`src/rtl/mc_pkg.sv`:
```
// Shared encodings for the multicycle controller: state codes, opcode map,
// ALU/PC select codes and the control bundle produced by the output decoder.
package mc_pkg;

  typedef enum logic [3:0] {
    S_FETCH  = 4'd0,
    S_DECODE = 4'd1,
    S_EXEC_R = 4'd2,
    S_EXEC_I = 4'd3,
    S_ADDR   = 4'd4,
    S_MEM_RD = 4'd5,
    S_MEM_WR = 4'd6,
    S_WB_R   = 4'd7,
    S_WB_MEM = 4'd8,
    S_BRANCH = 4'd9,
    S_JUMP   = 4'd10,
    S_HALT   = 4'd11
  } state_t;

  localparam logic [3:0] OP_RTYPE = 4'd0;
  localparam logic [3:0] OP_ITYPE = 4'd1;
  localparam logic [3:0] OP_LW    = 4'd2;
  localparam logic [3:0] OP_SW    = 4'd3;
  localparam logic [3:0] OP_BEQ   = 4'd4;
  localparam logic [3:0] OP_BNE   = 4'd5;
  localparam logic [3:0] OP_JMP   = 4'd6;
  localparam logic [3:0] OP_HALT  = 4'd15;

  localparam logic [2:0] ALU_ADD   = 3'd0;
  localparam logic [2:0] ALU_SUB   = 3'd1;
  localparam logic [2:0] ALU_FUNCT = 3'd7;

  localparam logic [1:0] SRCB_B    = 2'd0;
  localparam logic [1:0] SRCB_ONE  = 2'd1;
  localparam logic [1:0] SRCB_IMM  = 2'd2;
  localparam logic [1:0] SRCB_BOFF = 2'd3;

  localparam logic [1:0] PC_ALU    = 2'd0;
  localparam logic [1:0] PC_ALUOUT = 2'd1;
  localparam logic [1:0] PC_JUMP   = 2'd2;

  typedef struct packed {
    logic       pc_write;
    logic       ir_write;
    logic       ab_write;
    logic       aluout_write;
    logic       mdr_write;
    logic       reg_write;
    logic       mem_read;
    logic       mem_write;
    logic       iord;
    logic       mem_to_reg;
    logic       alu_src_a;
    logic [1:0] alu_src_b;
    logic [2:0] alu_op;
    logic [1:0] pc_src;
    logic       halted;
    logic       illegal;
  } ctl_t;

  // Opcode map out of DECODE; S_FETCH marks an illegal opcode.
  function automatic state_t dispatch(input logic [3:0] op);
    case (op)
      OP_RTYPE:       return S_EXEC_R;
      OP_ITYPE:       return S_EXEC_I;
      OP_LW, OP_SW:   return S_ADDR;
      OP_BEQ, OP_BNE: return S_BRANCH;
      OP_JMP:         return S_JUMP;
      OP_HALT:        return S_HALT;
      default:        return S_FETCH;
    endcase
  endfunction

endpackage

```
`src/rtl/mc_out_decode.sv`:
```
// Control decode: selects follow the state alone, while the memory-completion
// enables and the branch/illegal qualifiers also look at the live inputs.
module mc_out_decode
  import mc_pkg::*;
#(
  parameter int OP_W = 4
) (
  input  state_t          state,
  input  logic [OP_W-1:0] opcode,
  input  logic            alu_zero,
  input  logic            mem_ready,
  output ctl_t            ctl
);

  logic [3:0] op_s;
  assign op_s = 4'(opcode);

  // Per-state control decode
  always_comb begin
    ctl = '0;
    case (state)
      S_FETCH: begin
        ctl.mem_read  = 1'b1;
        ctl.alu_src_b = SRCB_ONE;
        ctl.alu_op    = ALU_ADD;
        if (mem_ready) begin
          ctl.ir_write = 1'b1;
          ctl.pc_write = 1'b1;
        end else begin
          ctl.ir_write = 1'b0;
          ctl.pc_write = 1'b0;
        end
      end
      S_DECODE: begin
        ctl.ab_write     = 1'b1;
        ctl.aluout_write = 1'b1;
        ctl.alu_src_b    = SRCB_BOFF;
        ctl.alu_op       = ALU_ADD;
        ctl.illegal      = (dispatch(op_s) == S_FETCH);
      end
      S_EXEC_R: begin
        ctl.alu_src_a    = 1'b1;
        ctl.alu_src_b    = SRCB_B;
        ctl.alu_op       = ALU_FUNCT;
        ctl.aluout_write = 1'b1;
      end
      S_EXEC_I, S_ADDR: begin
        ctl.alu_src_a    = 1'b1;
        ctl.alu_src_b    = SRCB_IMM;
        ctl.alu_op       = ALU_ADD;
        ctl.aluout_write = 1'b1;
      end
      S_MEM_RD: begin
        ctl.mem_read = 1'b1;
        ctl.iord     = 1'b1;
        if (mem_ready) begin
          ctl.mdr_write = 1'b1;
        end else begin
          ctl.mdr_write = 1'b0;
        end
      end
      S_MEM_WR: begin
        ctl.mem_write = 1'b1;
        ctl.iord      = 1'b1;
      end
      S_WB_R: begin
        ctl.reg_write  = 1'b1;
        ctl.mem_to_reg = 1'b0;
      end
      S_WB_MEM: begin
        ctl.reg_write  = 1'b1;
        ctl.mem_to_reg = 1'b1;
      end
      S_BRANCH: begin
        ctl.alu_src_a = 1'b1;
        ctl.alu_src_b = SRCB_B;
        ctl.alu_op    = ALU_SUB;
        ctl.pc_src    = PC_ALUOUT;
        if ((op_s == OP_BEQ && alu_zero) || (op_s == OP_BNE && !alu_zero)) begin
          ctl.pc_write = 1'b1;
        end else begin
          ctl.pc_write = 1'b0;
        end
      end
      S_JUMP: begin
        ctl.pc_write = 1'b1;
        ctl.pc_src   = PC_JUMP;
      end
      S_HALT: begin
        ctl.halted = 1'b1;
      end
      default: begin
        ctl = '0;
      end
    endcase
  end

endmodule

```
`src/rtl/multicycle_control.sv`:
```
// Multicycle CPU control unit: state register and next-state logic; output
// decode lives in mc_out_decode and is forced quiet while reset is held.
module multicycle_control
  import mc_pkg::*;
#(
  parameter int OP_W    = 4,
  parameter int ALUOP_W = 3
) (
  input  logic               CLK,
  input  logic               RST_N,
  input  logic [OP_W-1:0]    opcode,
  input  logic               alu_zero,
  input  logic               mem_ready,
  output logic               pc_write,
  output logic               ir_write,
  output logic               ab_write,
  output logic               aluout_write,
  output logic               mdr_write,
  output logic               reg_write,
  output logic               mem_read,
  output logic               mem_write,
  output logic               iord,
  output logic               mem_to_reg,
  output logic               alu_src_a,
  output logic [1:0]         alu_src_b,
  output logic [ALUOP_W-1:0] alu_op,
  output logic [1:0]         pc_src,
  output logic               halted,
  output logic               illegal,
  output logic [3:0]         state
);

  state_t     state_r;
  ctl_t       ctl_s;
  ctl_t       ctl_q_s;
  logic [3:0] op_s;

  assign op_s = 4'(opcode);

  // State register with next-state selection
  always_ff @(posedge CLK or negedge RST_N) begin
    if (!RST_N) begin
      state_r <= S_FETCH;
    end else begin
      case (state_r)
        S_FETCH:  state_r <= mem_ready ? S_DECODE : S_FETCH;
        S_DECODE: state_r <= dispatch(op_s);
        S_EXEC_R: state_r <= S_WB_R;
        S_EXEC_I: state_r <= S_WB_R;
        S_ADDR:   state_r <= (op_s == OP_SW) ? S_MEM_WR : S_MEM_RD;
        S_MEM_RD: state_r <= mem_ready ? S_WB_MEM : S_MEM_RD;
        S_MEM_WR: state_r <= mem_ready ? S_FETCH : S_MEM_WR;
        S_WB_R:   state_r <= S_FETCH;
        S_WB_MEM: state_r <= S_FETCH;
        S_BRANCH: state_r <= S_FETCH;
        S_JUMP:   state_r <= S_FETCH;
        S_HALT:   state_r <= S_HALT;
        default:  state_r <= S_FETCH;
      endcase
    end
  end

  mc_out_decode #(
    .OP_W(OP_W)
  ) u_out_decode (
    .state     (state_r),
    .opcode    (opcode),
    .alu_zero  (alu_zero),
    .mem_ready (mem_ready),
    .ctl       (ctl_s)
  );

  // FETCH decodes mem_read high, so reset must mask the bundle directly.
  assign ctl_q_s = RST_N ? ctl_s : '0;

  assign pc_write     = ctl_q_s.pc_write;
  assign ir_write     = ctl_q_s.ir_write;
  assign ab_write     = ctl_q_s.ab_write;
  assign aluout_write = ctl_q_s.aluout_write;
  assign mdr_write    = ctl_q_s.mdr_write;
  assign reg_write    = ctl_q_s.reg_write;
  assign mem_read     = ctl_q_s.mem_read;
  assign mem_write    = ctl_q_s.mem_write;
  assign iord         = ctl_q_s.iord;
  assign mem_to_reg   = ctl_q_s.mem_to_reg;
  assign alu_src_a    = ctl_q_s.alu_src_a;
  assign alu_src_b    = ctl_q_s.alu_src_b;
  assign alu_op       = ALUOP_W'(ctl_q_s.alu_op);
  assign pc_src       = ctl_q_s.pc_src;
  assign halted       = ctl_q_s.halted;
  assign illegal      = ctl_q_s.illegal;
  assign state        = state_r;

endmodule

```
`config.mk`:
```
export PLATFORM = sky130hd
export DESIGN_NAME = multicycle_control
export DESIGN_NICKNAME = d
export VERILOG_FILES = /design/src/rtl/mc_pkg.sv /design/src/rtl/mc_out_decode.sv /design/src/rtl/multicycle_control.sv
export SDC_FILE = /design/constraint.sdc
export NUM_CORES = 1
export LEC_CHECK = 0
export ABC_AREA = 0
export BUFFER_PORTS_ARGS = -buffer_cell sky130_fd_sc_hd__buf_2
export CORE_AREA = 2 2 40 42
export CTS_CLUSTER_SIZE = 10
export DETAILED_ROUTE_END_ITERATION = 8
export DIE_AREA = 0 0 42 44
export PLACE_DENSITY = 0.81
export SLEW_MARGIN = 20
export SYNTH_ARGS = -nofsm -noshare
export SYNTH_HDL_FRONTEND = slang
export SYNTH_SLANG_ARGS = --single-unit
```
`constraint.sdc`:
```
create_clock -name CLK -period 2.8 [get_ports CLK]
set_input_delay 0.84 -clock CLK [delete_from_list [all_inputs] [get_ports CLK]]
set_output_delay 0.84 -clock CLK [all_outputs]
set_load 0.005 [all_outputs]
```
=== Word-level counts from Yosys, hierarchy flattened ===
Memory sizes are Yosys's and may differ from the RTL's.
Cells that the tools add are included.

* Output and inout port bits: 24
* Input bits: 8
* Memories: 2
* RAM bits: 0
* Bits in read-only memories: 128
* Bits in latches: 0
* Logic and storage cells: 55
* Bits in registers: 4

* Reduce and logical (&&, ||, !) cells: 13
* Shift operators: 0
* Mux-type cells: 25
* Divide/modulo/power cells: 0
* Add/subtract/negate cells: 0
* Order comparisons: 0
* Bitwise operators: 0
* $mul: 0
* Equal/unequal tests: 14

{| class="wikitable"
|+ Memory list
! name !! words !! bits a word !! rd ports !! clocked after Yosys merged registers in !! wr ports !! line !! source
|-
| (name not given) || 16 || 4 || 1 || 0 || 0 || mc_pkg.sv:63 || <nowiki>case (op)</nowiki>
|-
| (name not given) || 16 || 4 || 1 || 0 || 0 || mc_pkg.sv:63 ||
|}

{| class="wikitable"
|+ Operators by type and width
! cell !! count
|-
| $pmux 4 s7 || 1
|-
| $pmux 5 s5 || 1
|-
| $eq 4x3->1 const B || 6
|-
| $mux 20 || 1
|-
| $eq 4x4->1 const B || 4
|-
| $mux 1 || 15
|-
| $eq 4x2->1 const B || 3
|-
| $reduce_or 2->1 || 5
|-
| $logic_not 4->1 || 2
|-
| $mux 4 || 2
|-
| $reduce_or 4->1 || 2
|-
| $eq 4x1->1 const B || 1
|-
| $mux 2 || 2
|-
| $pmux 2 s2 || 1
|-
| $mux 3 || 1
|-
| $pmux 1 s3 || 1
|-
| $logic_and 1x1->1 || 2
|-
| $logic_not 1->1 || 1
|-
| $logic_or 1x1->1 || 1
|}

=== Logic depth before layout (Yosys ltp) ===
* Word-level depth: 6
* Mapped depth: 5
* Gate-level depth less buffers: 3

=== By module ===
A second synthesis with hierarchy kept.

* Cells, all modules: 100
* Area, all modules: 757.0 um^2

{| class="wikitable"
|+ Modules (own cells, without submodules)
! module !! seq. area each (um^2) !! cells an instance !! area an instance (um^2) !! instances
|-
| multicycle_control || 100.1 || 60 || 479.2 || 1
|-
| mc_out_decode || 0.0 || 40 || 277.8 || 1
|}

=== Least setup slack after synthesis ===
No wires, ideal clock.

* Path type: input to output
* Start point: input RST_N
* End point: output alu_op[2]
* Path slack: 0.456 ns
* Required time: 1.960 ns
* Path buffers: 1
* Arrival: 1.504 ns
* Stages: 3
* Cells stage by stage: or4b_4 inv_1 buf_4

* Word-level cells in the longest chain between the ends: 1

{| class="wikitable"
|+ RTL lines
! element !! line !! source
|-
| start: declaration || multicycle_control.sv:10 || <nowiki>input logic RST_N,</nowiki>
|-
| $mux 20 || multicycle_control.sv:74 || <nowiki>assign ctl_q_s = RST_N ? ctl_s : '0;</nowiki>
|-
| end: declaration || multicycle_control.sv:26 || <nowiki>output logic [ALUOP_W-1:0] alu_op,</nowiki>
|}

No other way between the ends.

=== Worst setup path in the final report ===
* Start point: register state_r[2], in the netlist state[2]
* End point: output alu_src_a

* Word-level cells in the longest chain between the ends: 4
* Elaborated cells between the ends (all ways): 7
* Classes of those cells: eq/ne (4); mux (2); reduce/logical (1)

{| class="wikitable"
|+ RTL lines
! element !! line !! source
|-
| start: declaration || multicycle_control.sv:33 || <nowiki>state_t state_r;</nowiki>
|-
| start signal: assignment || multicycle_control.sv:46 || <nowiki>S_FETCH: state_r <= mem_ready ? S_DECODE : S_FETCH;</nowiki>
|-
| start signal: assignment || multicycle_control.sv:47 || <nowiki>S_DECODE: state_r <= dispatch(op_s);</nowiki>
|-
| start signal: assignment || multicycle_control.sv:50 || <nowiki>S_ADDR: state_r <= (op_s == OP_SW) ? S_MEM_WR : S_MEM_RD;</nowiki>
|-
| $eq 4x2->1, or another cell as far along || mc_out_decode.sv:21 || <nowiki>case (state)</nowiki>
|-
| $reduce_or 4->1 (no line) * || -- ||
|-
| $mux 1 * || mc_out_decode.sv:21 ||
|-
| $mux 20 * || multicycle_control.sv:74 ||
|-
| end: declaration || multicycle_control.sv:24 || <nowiki>output logic alu_src_a,</nowiki>
|}

Mark *: on every way between the ends. The rest lies on a longest branch, timed or not.

==> reports/qor.yml <==
synth_area_leaders: "sky130_fd_sc_hd__dfrtp_1, sky130_fd_sc_hd__nor2b_1, sky130_fd_sc_hd__buf_2"
timing.final.crit_share_pct: 92.2
cp.required_ps: 1960
dr.max_layer_used: "met4"
min_path_type: "in2async"
num_io_pins: 32
postCtsHoldBufs: 0
n_antenna_cell: 0
dominant_cell_by_count_in_the_synthesized_netlist: "sky130_fd_sc_hd__nor2_1"
r2r-end: "state[3]$_DFF_PN0_"
timing.max_slew.rel_slack_pct: 58.2
met2RoutedLength_um: 829
finalWirelength_um: 1730
finClkSkew_ps: 0.130
run_status: "complete, no violations"
design.die.area_um2: 1850
yosys-top-cells-count: "sky130_fd_sc_hd__nor2_1, sky130_fd_sc_hd__nor2b_1, sky130_fd_sc_hd__buf_2, sky130_fd_sc_hd__nand2_1"
setup_tns_ps: 0
drcViolationCount: 0
final_core_utilization_pct: 58.6
synthesis.area_um2: 657
cts_resizes: 0
detailroute.via_count: 750
grt_pass1_vias: 661
insertion_delay_ps: 240
yosys_warnings: 0
path_clk_slew_ps: 40
cts.htree.levels: 1
avgRoutedWirePerCell_um: 13.0
hold_viol_final: 0
leak_pwr_uw: 0.000431
globalplace.congestion: 0.855
cts-buffers-inserted: 3
tritoncts_num_sinks: 4
final-seq-area_um2: 100
cp-startpoint: "state[2]$_DFF_PN0_"
cts_setup_buffers: 0
synth-edff-count: 0
power_report.internal_total_uw: 383
final_max_slew_viol_count: 0
drt-pass1-iter-count: 4
initial_core_util_pct: 46.3
antenna_violations_before_repair: 0
area.growth.synth_to_final_pct: 26.7
timing.final.setup_violations: 0
cts.path.max_buffers: 2
routed-wl-met3_um: 102
drt_iter0_drcs: 19
met1Wirelength_um: 783
cts_root_buffer: "sky130_fd_sc_hd__clkbuf_4"
power_density_nw_per_um2: 898
std_cell_rows: 14
worst-path-max-fanout: 21
r2r_setup_slack_ps: 1270
syn-instance-count: 88
global_route_wire_length_before_repair_um: 2960
timing.critical_path.from_type: "register"
timing.fmax_mhz: 388
buffer_ports.inserted: 31
syn_avg_cell_area_um2: 7.46
finalWorstPathRequiredPeriod_ps: 2580
die-width_um: 42
rr_startpoint: "state[2]$_DFF_PN0_"
grt_setup_unrepaired: "no"
comb_power_share_pct: 69.0
largest_reg_flops: 4
worst-setup-path-type: "reg2out"
seq_power_share_pct: 21.4
grt_use_total_pct: 20.5
number_of_maximum_capacitance_constraint_violations: 0
synth.lib_cells_used.distinct: 39
net_count_of_the_finished_layout: 127
netlist.top_cell.by_area: "sky130_fd_sc_hd__dfrtp_1"
synth_async_sr_flop_share_pct: 100
dpl.hpwl_um: 1320
grt_max_degree: 22
r2r_cells: 3
power.share.switching_pct: 48.8
worst_ir_drop_vdd_mv: 0.384
synth_top_flop_cell: "sky130_fd_sc_hd__dfrtp_1"
drt.antenna.violating_nets: 0
drive_above_1_share_pct: 37.6
coreArea_um2: 1420
postSynthRegisterBits: 4
global_route.overflow_total: 0
cts_tree: "done"
fraction_of_post_synthesis_cell_area_in_the_top_cell_type_by_area_pct: 15.2
vias_per_cell: 5.64
power.share.clock_pct: 9.6
num-fill-cells: 149
synth.yosys.seq_area_share_pct: 15.2
synth_nets: 96
timing.critical_path.arrival_ps: 1740
worst-slew-pin-transition_ps: 627
total_switching_power_uw: 364
worstSetupEndpointType: "output pin"
area_occupied_by_multi_input_gates_um2: 497
die-height_um: 44
## worst max-delay path, stage by stage, from the launching register on
cell and delay (ps):
sky130_fd_sc_hd__dfrtp_1 730, sky130_fd_sc_hd__nor2b_1 150, sky130_fd_sc_hd__mux2_2 300, sky130_fd_sc_hd__o211a_1 200, sky130_fd_sc_hd__buf_2 120
## worst max path at each step
stage / end / slack, ps / cells past startpoint
floorplan: alu_op[2] / 460 / 3
global route: alu_src_a / 120 / 4
finish: alu_src_a / 220 / 4
CTS: alu_src_a / 220 / 4
global placement: aluout_write / 310 / 4
detailed placement: aluout_write / 280 / 4
## cell type report
type                       instances  area share (%)
clock buffer                       3            2.71
inverter                           2           0.902
multi-input combinational         73            59.7
sequential                         4            12.0
tap                               16            2.41
timing repair buffer              35            22.3
## placed cells by master, fill, tap and decap left out, drive strengths merged, types with 2 or more instances in the layout
| master | instances |
|---|---|
| nand2 | 6 |
| nand2b | 4 |
| o211a | 2 |
| nor2b | 7 |
| o21ai | 7 |
| a21oi | 3 |
| dfrtp | 4 |
| inv | 2 |
| nor2 | 8 |
| nor3b | 2 |
| buf | 35 |
| a32o | 2 |
| xnor2 | 2 |
| o31ai | 2 |
| nor4 | 2 |
| nor3 | 5 |
| clkbuf | 3 |
| and2 | 4 |
## metrics by stage
stage | setup WS (ps) | std cells | power [µW] | area (µm²) | hold WS, ps
floorplan | 456 | 88 | 531 | 657 | 544
global placement | 310 | 130 | 665 | 810 | 647
detailed placement | 282 | 130 | 674 | 810 | 659
CTS | 224 | 133 | 749 | 832 | 409
global route | 123 | 133 | 820 | 832 | 408
finish | 220 | 133 | 747 | 832 | 413
## layer usage
metal	vias up	global-route usage (%)
met5	-	0
met1	333	28.3
met2	31	33.8
met4	0	7.74
li1	384	-
met3	2	1.25
## power by group through the flow
stage	clock network (µW)	registers, µW	logic (µW)
final	71.7	160	515
after global routing	78.7	170	572
after CTS	73.4	159	517
after detailed placement	0	160	515
after global placement	0	158	507
after floorplan	0	110	421
## kinds of logic (layout without fill, tap and decap cells)
family / after synthesis / in the layout / share of synthesized area [%]
buffers and inverters: 11 / 40 / 9.14
and+or+nand+nor: 45 / 45 / 42.9
DFF: 4 / 4 / 15.2
AOI/OAI and AO/OA: 24 / 24 / 27.0
muxes: 1 / 1 / 1.71
xor gates and xnor gates: 3 / 3 / 4.00
Power figures use the tool's default switching activity.
